File: config.mk
export PLATFORM = sky130hd
export DESIGN_NAME = char_flusher
export DESIGN_NICKNAME = d
export VERILOG_FILES = /design/src/rtl/char_pkg.sv /design/src/rtl/cell_scan_counter.sv /design/src/rtl/char_flusher.sv
export SDC_FILE = /design/constraint.sdc
export NUM_CORES = 1
export LEC_CHECK = 0
export BUFFER_PORTS_ARGS = -buffer_cell sky130_fd_sc_hd__buf_4
export CORE_MARGIN = 10
export CORE_UTILIZATION = 45
export DETAILED_ROUTE_END_ITERATION = 7
export MAX_ROUTING_LAYER = met4
export PLACE_DENSITY_LB_ADDON = 0.2
export SYNTH_ARGS = -nofsm -noshare
export SYNTH_HDL_FRONTEND = slang
export SYNTH_SLANG_ARGS = --single-unit
File: constraint.sdc
create_clock -name clk -period 2.2 [get_ports clk]
set_input_delay 0.11 -clock clk [delete_from_list [all_inputs] [get_ports clk]]
set_output_delay 0.11 -clock clk [all_outputs]
set_load 0.005 [all_outputs]
File: src/rtl/char_pkg.sv
// char_pkg: screen defaults, colour width, flusher state encoding and glyph codes shared with the decoder mux.
package char_pkg;
  localparam int SCREEN_W_DEF = 160;
  localparam int SCREEN_H_DEF = 120;
  localparam int COLOUR_W = 6;
  typedef enum logic [1:0] {IDLE, SCAN, DRAIN, DONE} flusher_state_t;
  localparam logic [5:0] CHAR_A     = 6'd0;
  localparam logic [5:0] CHAR_U     = 6'd20;
  localparam logic [5:0] CHAR_SPACE = 6'd36;
endpackage

File: src/rtl/cell_scan_counter.sv
// cell_scan_counter: row-major col/row sweep over one CELL_W x CELL_H character cell.
module cell_scan_counter #(
  parameter int CELL_W = 10,
  parameter int CELL_H = 10
) (
  input  logic       clk,
  input  logic       reset,
  input  logic       clear,
  input  logic       advance,
  output logic [3:0] col,
  output logic [3:0] row,
  output logic       last
);
  logic [3:0] col_q, col_d, row_q, row_d;
  logic       col_end;
  always_comb begin
    col_end = col_q == 4'(CELL_W - 1);
    last    = col_end && row_q == 4'(CELL_H - 1);
    col_d   = clear ? 4'd0 : advance ? (col_end ? 4'd0 : col_q + 4'd1) : col_q;
    row_d   = clear ? 4'd0 : (advance && col_end) ? (last ? 4'd0 : row_q + 4'd1) : row_q;
  end
  always_ff @(posedge clk or posedge reset)
    if (reset) begin
      col_q <= '0;
      row_q <= '0;
    end else begin
      col_q <= col_d;
      row_q <= row_d;
    end
  assign col = col_q;
  assign row = row_q;
endmodule

File: src/rtl/char_flusher.sv
// char_flusher: scans one character cell through the glyph decoder and emits registered plot strobes.
// Define CHAR_FLUSHER_BG_FILL_EN to plot unlit in-screen pixels with bg_colour.
module char_flusher
  import char_pkg::*;
#(
  parameter int CELL_W   = 10,
  parameter int CELL_H   = 10,
  parameter int SCREEN_W = SCREEN_W_DEF,
  parameter int SCREEN_H = SCREEN_H_DEF
) (
  input  logic                clk,
  input  logic                reset,
  input  logic                start,
  input  logic [5:0]          char_code,
  input  logic [7:0]          origin_x,
  input  logic [7:0]          origin_y,
  input  logic [COLOUR_W-1:0] bg_colour,
  output logic [5:0]          glyph_sel,
  output logic [7:0]          char_x,
  output logic [7:0]          char_y,
  output logic [7:0]          flush_x,
  output logic [7:0]          flush_y,
  input  logic [COLOUR_W-1:0] glyph_colour,
  input  logic                glyph_enable,
  output logic                plot,
  output logic [7:0]          plot_x,
  output logic [7:0]          plot_y,
  output logic [COLOUR_W-1:0] plot_colour,
  output logic                busy,
  output logic                done
);
`ifdef CHAR_FLUSHER_BG_FILL_EN
  localparam bit FILL = 1'b1;
`else
  localparam bit FILL = 1'b0;
`endif
  flusher_state_t      state_q, state_d;
  logic [5:0]          glyph_q, glyph_d;
  logic [7:0]          cx_q, cx_d, cy_q, cy_d;
  logic                plot_q, plot_d;
  logic [7:0]          px_q, px_d, py_q, py_d;
  logic [COLOUR_W-1:0] pc_q, pc_d;
  logic                clear, advance, last, on_screen;
  logic [3:0]          col, row;
  logic [8:0]          sx, sy;
  cell_scan_counter #(.CELL_W(CELL_W), .CELL_H(CELL_H)) u_cnt (
    .clk(clk), .reset(reset), .clear(clear), .advance(advance),
    .col(col), .row(row), .last(last)
  );
  always_comb begin
    clear     = state_q == IDLE && start;
    advance   = state_q == SCAN;
    glyph_d   = clear ? char_code : glyph_q;
    cx_d      = clear ? origin_x : cx_q;
    cy_d      = clear ? origin_y : cy_q;
    state_d   = clear ? SCAN
              : state_q == SCAN  ? (last ? DRAIN : SCAN)
              : state_q == DRAIN ? DONE
              : IDLE;
    sx        = {1'b0, cx_q} + {5'd0, col};
    sy        = {1'b0, cy_q} + {5'd0, row};
    // the carry bit is a wrapped coordinate, never a visible one
    on_screen = !sx[8] && !sy[8] && sx < 9'(SCREEN_W) && sy < 9'(SCREEN_H);
    plot_d    = advance && on_screen && (glyph_enable || FILL);
    px_d      = sx[7:0];
    py_d      = sy[7:0];
    pc_d      = (glyph_enable || !FILL) ? glyph_colour : bg_colour;
  end
  always_ff @(posedge clk or posedge reset)
    if (reset) begin
      state_q <= IDLE;
      glyph_q <= '0;
      cx_q    <= '0;
      cy_q    <= '0;
      plot_q  <= 1'b0;
      px_q    <= '0;
      py_q    <= '0;
      pc_q    <= '0;
    end else begin
      state_q <= state_d;
      glyph_q <= glyph_d;
      cx_q    <= cx_d;
      cy_q    <= cy_d;
      plot_q  <= plot_d;
      px_q    <= px_d;
      py_q    <= py_d;
      pc_q    <= pc_d;
    end
  assign glyph_sel   = glyph_q;
  assign char_x      = cx_q;
  assign char_y      = cy_q;
  assign flush_x     = sx[7:0];
  assign flush_y     = sy[7:0];
  assign plot        = plot_q;
  assign plot_x      = px_q;
  assign plot_y      = py_q;
  assign plot_colour = pc_q;
  assign busy        = state_q != IDLE;
  assign done        = state_q == DONE;
endmodule

## Word level (Yosys, flattened, before mapping)

Index checks and enable logic that the tools add are counted.

| word-level totals | value |
|---|---|
| bits in registers | 55 |
| input port bits | 38 |
| output and inout bits | 63 |
| word-level logic and storage cells | 45 |

| operators by class | value |
|---|---|
| add/sub/neg operators | 4 |
| order comparisons | 2 |
| equal/unequal tests | 5 |
| mux-type cells | 10 |
| reductions and logical operators | 14 |

Operators by type and width:

| kind | count |
|---|---|
| two-way mux 4 bit | 6 |
| adder 8 x 4 -> 9 bit | 2 |
| less-than comparator 9 x 7 -> 1 bit, second input constant | 1 |
| less-than comparator 9 x 8 -> 1 bit, second input constant | 1 |
| adder 4 x 1 -> 4 bit, second input constant | 2 |
| equality test 4 bit, second input constant | 2 |
| logical AND 1 bit | 8 |
| two-way mux 2 bit | 4 |
| nonzero test 2 bit | 3 |
| equality test 2 bit, second input constant | 2 |
| equality test 2 x 1 -> 1 bit, second input constant | 1 |
| zero test 1 bit | 2 |
| zero test 2 bit | 1 |

## Longest topological paths before layout

Gate-level depths: netlist (run 1).

| logic depth | value |
|---|---|
| depth after elaboration | 7 |
| mapped depth | 8 |
| gate-level depth less buffers | 8 |

## Hierarchy

A second synthesis (run 1) with hierarchy kept.

| unflattened totals | value |
|---|---|
| cells, all modules | 211 |
| area, all modules | 2566.2 um2 |

Modules (own cells, without submodules):

| module | times used | cells an instance | area each (um2) | sequential area each (um2) |
|---|---|---|---|---|
| char_flusher | 1 | 159 | 2062.0 | 1176.1 |
| cell_scan_counter | 1 | 52 | 504.2 | 200.2 |

## Least setup slack after synthesis (run 1)

No wires, ideal clock.

| path | value |
|---|---|
| path type | reg2reg |
| start point | reg u_cnt.row_q[0], in the netlist u_cnt.row[0] |
| end point | reg plot_q, in the netlist plot |
| setup time | 96 ps |
| arrival | 1785 ps |
| data required time | 2104 ps |
| setup slack | 320 ps |
| cell stages (with the launch flop) | 8 |
| path buffers | 0 |
| clock period less this slack | 1880 ps |
| cell sequence | dfrtp_1 > ha_1 > fa_1 > nand3_1 > nand2_1 > xnor2_1 > and4_1 > nor4_2 |

| on the way | value |
|---|---|
| elaborated cells on any way between the ends | 8 |
| those cells by class | add/sub: 1; order compare: 1; reduce/logical: 6 |

RTL lines:

| item | RTL line | source |
|---|---|---|
| from (decl) | cell_scan_counter.sv:14 | `logic [3:0] col_q, col_d, row_q, row_d;` |
| from (signal assigned) | cell_scan_counter.sv:28 | `row_q <= row_d;` |
| adder 8 x 4 -> 9 bit | char_flusher.sv:61 | `sy = {1'b0, cy_q} + {5'd0, row};` |
| via flush_y[4] | char_flusher.sv:22 | `output logic [7:0] flush_y,` |
| less-than comparator 9 x 7 -> 1 bit | char_flusher.sv:63 | `on_screen = !sx[8] && !sy[8] && sx < 9'(SCREEN_W) && sy < 9'(SCREEN_H);` |
| logical AND 1 bit | char_flusher.sv:63 |  |
| logical AND 1 bit (2 in series) | char_flusher.sv:64 | `plot_d = advance && on_screen && (glyph_enable \|\| FILL);` |
| via plot_d | char_flusher.sv:40 | `logic plot_q, plot_d;` |
| to (signal assigned) | char_flusher.sv:84 | `plot_q <= plot_d;` |
| to (decl) | char_flusher.sv:40 |  |

The timed path passes the listed nets, and every way through them passes these cells.
A chain may end at the register's enable or synchronous reset.

## Worst setup path in the final report (run 1)

| path | value |
|---|---|
| start point | reg u_cnt.col_q[0], in the netlist u_cnt.col[0] |
| end point | out flush_x[6] |

| on the way | value |
|---|---|
| longest elaborated chain between the ends | 1 |

RTL lines:

| item | RTL line | source |
|---|---|---|
| from (decl) | cell_scan_counter.sv:14 |  |
| from (signal assigned) | cell_scan_counter.sv:27 | `col_q <= col_d;` |
| adder 8 x 4 -> 9 bit | char_flusher.sv:60 | `sx = {1'b0, cx_q} + {5'd0, col};` |
| to (decl) | char_flusher.sv:21 | `output logic [7:0] flush_x,` |

Every way passes these cells.

==> out/results.ini, run 1 <==
[clock_tree]
root_buffer = clkbuf_8
htree_levels = 2
cts_made_buffers = 5
clock-sinks = 55
clk_latency_ps = 300
cts_max_path_buffers = 2
clk_pin_slew_ps = 90
cts_tree = built

[die]
start_util = 0.472
row_count = 26
pin_count = 101
core_area_um2 = 5200
die_w_um = 93.9
die_y_um = 93.9
die-area_um2 = 8810

[status]
status = finished, violations left
violations = hold timing

[timing]
tns_ps = 0
rsz0062_at_grt = yes
hold_viol = 17
fin_ws_ps = 78.8
maxSlewHeadroom = 0.550
slew_violations = 0
worstMarginPinSlew_ps = 675
fin_crit_ps = 2120
fmaxAchievable_ghz = 0.471
skew_ps = 5.63
holdWs_ps = -11.5
setup_viol = 0
period_share = 0.964

[global_route]
antenna_found_initial = 0
gr-total-overflow = 0
grt_start_max_net_pins = 56
grt_pass1_vias = 1982
grt_usage = 0.138
grt_pass1_wl_mm = 9.50

[setup_path]
critical_path_cell_count = 9
critPathBufInv = 2
slowest_delay_ps = 360
crit_type = reg2out
endpoint_kind = output pin
worstReg2RegStart = u_cnt.col[2]$_DFFE_PP0P_
crit_path_top_delay_cell = dfrtp_1
arrival_ps = 2010
reg2reg_to = plot$_DFF_PP0_
reg2regPathDepth = 8
critPathLaunchType = register
cp.required_ps = 2090
cp_top_family = adder cells
cp_max_fo = 4
reg2reg_setup_slack_ps = 140
crit_chain = ha_2 -> inv_1 -> fa_2 -> nor2b_1 -> o21ai_1 -> nand2b_1 -> nand3_2 -> xnor2_2 -> buf_4

[yosys]
syn_nets = 250
synth_ff_type = dfrtp_1
yosysWarnings = 0
synth_cells = 198
synth_edf_count = 0
async_flop_share = 1.00
ys_seq_area_frac = 0.561
ys_ff_latch = 55
ys_types = 43
syn_avg_cell_area_um2 = 12.4
synth_area_um2 = 2450

[route]
route.detailed.drc = 0
vias = 1928
dr.pass1.iters = 4
via_per_inst = 5.02
avgRoutedWirePerCell_um = 15.2
drt-initial-drc-count = 46
antenna_left = 0
wirelength_mm = 5.83

[placement]
post-dp-hpwl_mm = 4.55
place_ws_ps = 204
portBuffers = 94
gp_congestion = 0.849

[power_and_ir_drop]
powerDensity_nw_per_um2 = 1520
p_int_uw = 3420
ir_drop_mv = 0.687
p_clk_frac = 0.101
p_leak_uw = 0.00171
combPwrFrac = 0.556
swShare = 0.362
seqPwrFrac = 0.342
switchingPower_uw = 1940

[finish]
final_cell_mix = buf_4, dfrtp_1, mux2_2, nand2_1, o21ai_0
syn2layout_area_growth_pct = 43.5
fin_nets = 366
diodes = 0
fill_cells = 425
layout-drive-gt1-share = 0.484
final_common_cell = buf_4

[min_path]
worstHoldPathType = in2async

[job]
maxCapViolCount = 0

[worst register-to-register path, cell delays in order (launching register included)]
cell      delay (ps)
dfrtp_2          450
ha_1             330
nor2b_1          150
o21ai_1          120
nand2b_1         130
buf_4            160
buf_4            120
o41ai_1          400
nor4_2            80
[per-stage QoR]
step	utilization	cells	total power, uW	cell area [um2]
after floorplan	-	198	3130	2450
after global placement	0.625	362	4570	3260
after detailed placement	0.625	362	4630	3260
after CTS	0.661	379	5280	3440
after global routing	0.677	384	5820	3520
final	0.677	384	5360	3520
[flip-flops by register name (all words and copies together) (netlist names), 2 cells and up]
| name | cells |
|---|---|
| char_x | 8 |
| plot_y | 8 |
| u_cnt.col | 4 |
| u_cnt.row | 4 |
| glyph_sel | 6 |
| plot_x | 8 |
| state_q | 2 |
| plot_colour | 6 |
| char_y | 8 |
[cell type report]
| cell class | instances | area (um2) | share of cell area |
|---|---|---|---|
| Clock buffer | 6 | 82.6 | 0.0234 |
| Clock inverter | 1 | 5.00 | 0.00142 |
| Inverter | 9 | 33.8 | 0.00959 |
| Multi-Input combinational cell | 130 | 1070 | 0.304 |
| Sequential cell | 55 | 1380 | 0.392 |
| Tap cell | 70 | 87.6 | 0.0249 |
| Timing Repair Buffer | 113 | 863 | 0.245 |
[how the worst max path moves through the flow]
stage / slack [ps] / end / from
2_1_floorplan: 320 / plot$_DFF_PP0_ / u_cnt.row[0]$_DFFE_PP0P_
3_3_place_gp: 260 / plot$_DFF_PP0_ / u_cnt.row[0]$_DFFE_PP0P_
3_5_place_dp: 200 / plot$_DFF_PP0_ / u_cnt.row[0]$_DFFE_PP0P_
4_1_cts: 20 / flush_x[6] / char_x[0]$_DFFE_PP0P_
5_1_grt: -30 / flush_x[6] / char_x[0]$_DFFE_PP0P_
6_report: 80 / flush_x[6] / u_cnt.col[0]$_DFFE_PP0P_
[cells by family (layout without fill, tap and decap cells)]
| family | count (synthesis) | count (layout) | synth area share |
|---|---|---|---|
| xor gates and xnor gates | 10 | 10 | 0.0357 |
| DFF | 55 | 55 | 0.561 |
| buffers and inverters | 13 | 129 | 0.0255 |
| AOI/OAI and AO/OA | 40 | 40 | 0.112 |
| adders and majority gates | 14 | 14 | 0.0775 |
| and+or+nand+nor | 47 | 47 | 0.101 |
| muxes | 19 | 19 | 0.0872 |
[cell usage after synthesis (2+ instances only)]
cell type	count	share of area
nand3b_1	2	0.0061
nand4_1	2	0.0051
nor2_1	10	0.015
o21ai_0	14	0.029
dfrtp_1	55	0.56
and3_1	2	0.0051
nand3_1	7	0.014
a211oi_1	3	0.0092
o21bai_1	3	0.0092
o21ai_1	3	0.0061
xor2_1	4	0.014
inv_1	9	0.014
buf_2	2	0.0041
ha_1	12	0.061
nand2_1	14	0.021
mux2_2	17	0.078
a21o_1	2	0.0061
nor2b_1	2	0.0051
a21oi_1	4	0.0082
xnor2_1	6	0.021
mux2_1	2	0.0092
fa_1	2	0.016
[repair_timing]
item	4_1_cts	5_1_grt
gates cloned	0	0
buffers inserted	4	5
hold endpoints to repair	6	0
gates resized for setup	2	10
hold buffers	6	0
setup endpoints to repair	1	6
pin swaps	1	5
[power groups by stage]
stage,clock [uW],sequential [uW],combinational [uW]
6_report,543,1830,2980
5_1_grt,607,1900,3310
4_1_cts,568,1830,2880
3_5_place_dp,0,1850,2780
3_3_place_gp,0,1830,2730
2_1_floorplan,0,1830,1300
[routing by layer]
metal / routed length [um] / vias to the layer above / global-route usage
met2: 2810 / 75 / 0.221
met1: 2500 / 915 / 0.156
met4: 83 / 0 / 0.0418
met5: 0 / - / -
met3: 435 / 7 / 0.0512
li1: - / 931 / -
No activity file was read; power rests on OpenSTA's default activity.
==> run 2, diff against run 1 <==
Settings changed: CORE_MARGIN 10 to unset, RECOVER_POWER set to 25, SETUP_SLACK_MARGIN set to 0.2.
==> run 2 against run 1 <==
- critical path depth did not move
- global-route usage up 6.9 points
- clock-buffer cell count is the same
- the run now ends clean
- maximum frequency decreased by 1.1%
- first-iteration DRC count is 11% lower
- worst setup slack got worse by 24 ps
- critical endpoint unchanged
- sequential power barely moved
==> out/results.ini, run 2 (synthesis results as in run 1) <==
[route]
via_per_inst = 5.03
top_layer_used = met4
wirelength_mm = 5.90
route.detailed.drc = 0
vias = 2021
drt-initial-drc-count = 41
met3_length_um = 298
wl_met1_mm = 2.46
wl_met2_mm = 3.10
antenna_left = 0
avgRoutedWirePerCell_um = 14.7
dr.pass1.iters = 4

[die]
start_util = 0.475
core_area_um2 = 5170
row_count = 26
die_w_um = 75.9
die-area_um2 = 5750
die_y_um = 75.9
pin_count = 101

[power_and_ir_drop]
p_clk_frac = 0.105
powerDensity_nw_per_um2 = 1600
swShare = 0.358
switchingPower_uw = 2200
ir_drop_mv = 0.868
combPwrFrac = 0.595
p_leak_uw = 0.00184
p_int_uw = 3950
seqPwrFrac = 0.300

[timing]
worstMarginPinSlew_ps = 1320
fmaxAchievable_ghz = 0.466
maxSlewHeadroom = 0.121
skew_ps = 6.01
period_share = 0.975
rsz0062_at_grt = yes
slew_violations = 0
holdWs_ps = 13.8
hold_viol = 0
setup_viol = 0
fin_crit_ps = 2150

[finish]
diodes = 0
layoutNonFillerInstCount = 402
final_cell_mix = buf_4, dfrtp_1, mux2_2, nand2_1, o21ai_0
layout-drive-gt1-share = 0.554
seq_area_um2 = 1380
fill_cells = 346
final_common_cell = buf_4
fin_nets = 384
multi_input_area_um2 = 1210
syn2layout_area_growth_pct = 56.4

[clock_tree]
root_buffer = clkbuf_8
clock-sinks = 55
cts_max_path_buffers = 2
htree_levels = 2
cts_tree = built
clk_latency_ps = 300
cts_made_buffers = 5
clk_pin_slew_ps = 90

[placement]
gp_congestion = 0.808
portBuffers = 94
post-dp-hpwl_mm = 3.69
placedCellCount = 362

[job]
maxCapViolCount = 0

[global_route]
antenna_found_initial = 0
grt_usage = 0.207
gr-total-overflow = 0
grt_pass1_wl_mm = 8.58
grt_start_max_net_pins = 56
grt_pass1_vias = 1925

[setup_path]
cp.required_ps = 2090
cp_max_fo = 3
endpoint_kind = output pin
crit_type = reg2out
arrival_ps = 2040
critPathLaunchType = register

[min_path]
worstHoldPathType = in2reg

[status]
status = finished clean

-- run 2: cell count changes in the layout (fill, tap and decap cells not counted), moves of 2 or more --
cell	previous run	this run
ha_1	10	6
clkbuf_4	0	7
buf_4	107	111
xnor2_2	2	4
a21oi_1	4	2
ha_4	1	5
xnor2_1	4	1
nand3_1	6	4
a21oi_2	0	3
buf_6	0	5
nand3_2	1	3
-- run 2: critical path: stages (launching register included) --
cell,delay (ps)
dfrtp_1,380
ha_2,190
inv_2,40
fa_2,330
nor2b_1,120
o21ai_1,70
nand2b_1,180
nand3_2,120
xnor2_2,160
buf_4,140
-- run 2: final cells by class --
cell class / count / area share
timing repair buffer: 131 / 0.268
inverter: 9 / 0.00880
tap: 70 / 0.0228
multi-input combinational: 130 / 0.315
clock buffer: 6 / 0.0189
sequential: 55 / 0.360
clock inverter: 1 / 0.00782
-- run 2: path summary, 6_finish.rpt --
path                       cells past startpoint  slack (ps)                  endpoint                     start
max in group asynchronous                      3        1070  u_cnt.row[1]$_DFFE_PP0P_                     reset
min in group asynchronous                      3         250     char_y[5]$_DFFE_PP0P_                     reset
max                                            9          50                flush_x[6]  u_cnt.col[0]$_DFFE_PP0P_
min                                            2          10     char_y[1]$_DFFE_PP0P_               origin_y[1]
max reg2reg                                   10         170            plot$_DFF_PP0_  u_cnt.col[0]$_DFFE_PP0P_
min reg2reg                                    1         510  glyph_sel[0]$_DFFE_PP0P_  glyph_sel[0]$_DFFE_PP0P_
-- run 2: through the flow --
| step | setup TNS (ps) | util | worst slack (ps) | area [um2] | total power, uW |
|---|---|---|---|---|---|
| after global routing | -77.1 | 0.742 | -64.5 | 3840 | 6600 |
| after global placement | 0 | 0.632 | 248 | 3270 | 4480 |
| final | 0 | 0.742 | 54.6 | 3840 | 6160 |
| after detailed placement | 0 | 0.632 | 217 | 3270 | 4560 |
| after CTS | 0 | 0.695 | 92.6 | 3600 | 5550 |
| after floorplan | 0 | - | 320 | 2450 | 3130 |
-- run 2: timing repair --
| item | 4_1_cts | 5_1_grt |
|---|---|---|
| hold buffers | 6 | 0 |
| pin swaps | 5 | 11 |
| hold endpoints to repair | 6 | 0 |
| resized for setup | 15 | 23 |
| endpoints found under the setup margin | 8 | 10 |
| setup buffers | 13 | 14 |
-- run 2: power by group through the flow --
| stage | Sequential (uW) | Combinational [uW] | Clock, uW |
|---|---|---|---|
| final | 1850 | 3670 | 645 |
| after global routing | 1900 | 4000 | 691 |
| after CTS | 1820 | 3080 | 659 |
| after detailed placement | 1850 | 2710 | 0 |
| after global placement | 1830 | 2640 | 0 |
| after floorplan | 1830 | 1300 | 0 |
-- run 2: metal layers --
layer | vias to the layer above | track usage
li1 | 962 | -
met2 | 67 | 0.362
met4 | 0 | 0.0700
met3 | 5 | 0.0357
met1 | 987 | 0.240
met5 | - | -
==> run 3, diff against run 2 <==
Settings changed: BUFFER_PORTS_ARGS -buffer_cell sky130_fd_sc_hd__buf_4 to -buffer_cell sky130_fd_sc_hd__buf_2.
Clock period 2.2 ns to 2.34 ns, I/O delays scaled along.
==> run 3 against run 2 <==
- non-clock buffer count shrank 18
- wire length is 11% lower
- via count fell by 4.2%
- core utilization down 9.4 points
- total power down 22%
- first-iteration DRC count up 110%
- hold slack improved by 10 ps
- clock-buffer cell count is the same
- critical path type unchanged
- die area did not move
- sequential share of layout area grew 5.3 points
- combinational power shrank 33%
- register-to-register slack gained 80 ps
==> out/results.ini, run 3 (synthesis results as in run 1) <==
[placement]
post-dp-hpwl_mm = 3.73
portBuffers = 94
gp_congestion = 0.865

[route]
wirelength_mm = 5.25
top_layer_used = met4
dr.pass1.iters = 4
met3_length_um = 271
route.detailed.drc = 0
drt-initial-drc-count = 86
avgRoutedWirePerCell_um = 13.7
wl_met1_mm = 2.31
via_per_inst = 5.04
antenna_left = 0
vias = 1936
wl_met2_mm = 2.57

[timing]
rsz0062_at_grt = yes
tns_ps = 0
setup_viol = 0
slew_violations = 0
maxSlewHeadroom = 0.353
worstMarginPinSlew_ps = 969
fin_crit_ps = 2130
period_share = 0.910
fmaxAchievable_ghz = 0.470
skew_ps = 8.28
hold_viol = 0

[die]
row_count = 26
pin_count = 101
die_y_um = 75.9
die_w_um = 75.9
core_area_um2 = 5170
die-area_um2 = 5750
start_util = 0.475

[setup_path]
arrival_ps = 2010
critPathBufInv = 2
critPathLaunchType = register
endpoint_kind = output pin
slowest_delay_ps = 370
cp_max_fo = 3
cp.required_ps = 2220
crit_chain = ha_1 -> inv_2 -> fa_2 -> nor2b_1 -> o21ai_1 -> nand2b_1 -> nand3_2 -> xnor2_2 -> buf_2
crit_path_top_delay_cell = dfrtp_1
cp_top_family = adder cells
crit_type = reg2out

[status]
status = finished clean

[job]
maxCapViolCount = 0

[power_and_ir_drop]
powerDensity_nw_per_um2 = 1430
p_leak_uw = 0.00164
ir_drop_mv = 0.722
report.power.total_uw = 4780

[clock_tree]
htree_levels = 2
clk_latency_ps = 300
cts_made_buffers = 5
cts_max_path_buffers = 2
clock-sinks = 55
root_buffer = clkbuf_8
clk_pin_slew_ps = 90
cts_tree = built

[global_route]
gr-total-overflow = 0
antenna_found_initial = 0
grt_start_max_net_pins = 28
grt_pass1_vias = 1808
grt_pass1_wl_mm = 8.00
grt_usage = 0.194

[finish]
final_cell_mix = buf_2, dfrtp_1, mux2_2, o21ai_0, nand2_1
diodes = 0
final_common_cell = buf_2
fin_util = 0.649
syn2layout_area_growth_pct = 36.6
layout-drive-gt1-share = 0.481
fin_nets = 366

[min_path]
worstHoldPathType = in2reg

## run 3: cell types whose count changed in the layout (fill, tap and decap cells not counted), moves of 3 or more
cell,change
ha_1,+4
dfrtp_2,+3
clkbuf_1,+5
dfrtp_1,-3
a21oi_2,-3
buf_4,-100
ha_4,-4
buf_2,+89
buf_6,-5
clkbuf_4,-7
## run 3: layout make-up
class | instances | area, um2
Clock buffer | 6 | 72.6
Timing Repair Buffer | 113 | 637
Tap cell | 70 | 87.6
Inverter | 9 | 33.8
Multi-Input combinational cell | 130 | 1110
Fill cell | 428 | 1820
Clock inverter | 1 | 30.0
Sequential cell | 55 | 1380
## run 3: worst paths after layout
path,startpoint,to,slack (ps),cells past startpoint
worst max-delay path,char_x[0]$_DFFE_PP0P_,flush_x[6],210,9
worst min-delay path,origin_y[4],char_y[4]$_DFFE_PP0P_,20,3
worst max register to register,u_cnt.col[0]$_DFFE_PP0P_,plot$_DFF_PP0_,250,10
worst min register to register,glyph_sel[3]$_DFFE_PP0P_,glyph_sel[3]$_DFFE_PP0P_,510,1
max in group asynchronous,reset,char_y[1]$_DFFE_PP0P_,970,4
min in group asynchronous,reset,plot_y[7]$_DFF_PP0_,570,3
## run 3: layer usage
metal | vias to the layer above | GRT usage
met1 | 923 | 0.233
met3 | 9 | 0.0437
li1 | 934 | -
met4 | 0 | 0.0761
met2 | 70 | 0.317
met5 | - | -
## run 3: power by group
part           leakage [uW]  switching, uW  internal (uW)
logic              0.000933           1190           1270
registers          0.000655            337           1390
clock network     0.0000513            282            314
total               0.00164           1810           2970
## run 3: through the flow
stage | worst slack [ps] | cell area (um2) | std cells | hold slack [ps]
4_1_cts | 184 | 3260 | 382 | 18.9
5_1_grt | 87.7 | 3350 | 384 | 22.8
6_report | 210 | 3350 | 384 | 24.3
2_1_floorplan | 460 | 2450 | 198 | 148
3_5_place_dp | 284 | 3030 | 362 | 195
3_3_place_gp | 321 | 3030 | 362 | 195
## run 3: worst reg2reg max path: cells and delay by family (launching register included)
kind,cells,cell delay [ps]
buffers and inverters,3,360
and+or+nand+nor,3,250
AOI/OAI and AO/OA,2,520
DFF,1,410
adders and majority gates,2,450
## run 3: what timing repair did
action,in CTS,in global routing
hold endpoints to repair,31,0
gates resized for setup,4,19
hold buffers,7,0
setup endpoints to repair,4,8
pin swaps,1,2
buffers inserted,6,2
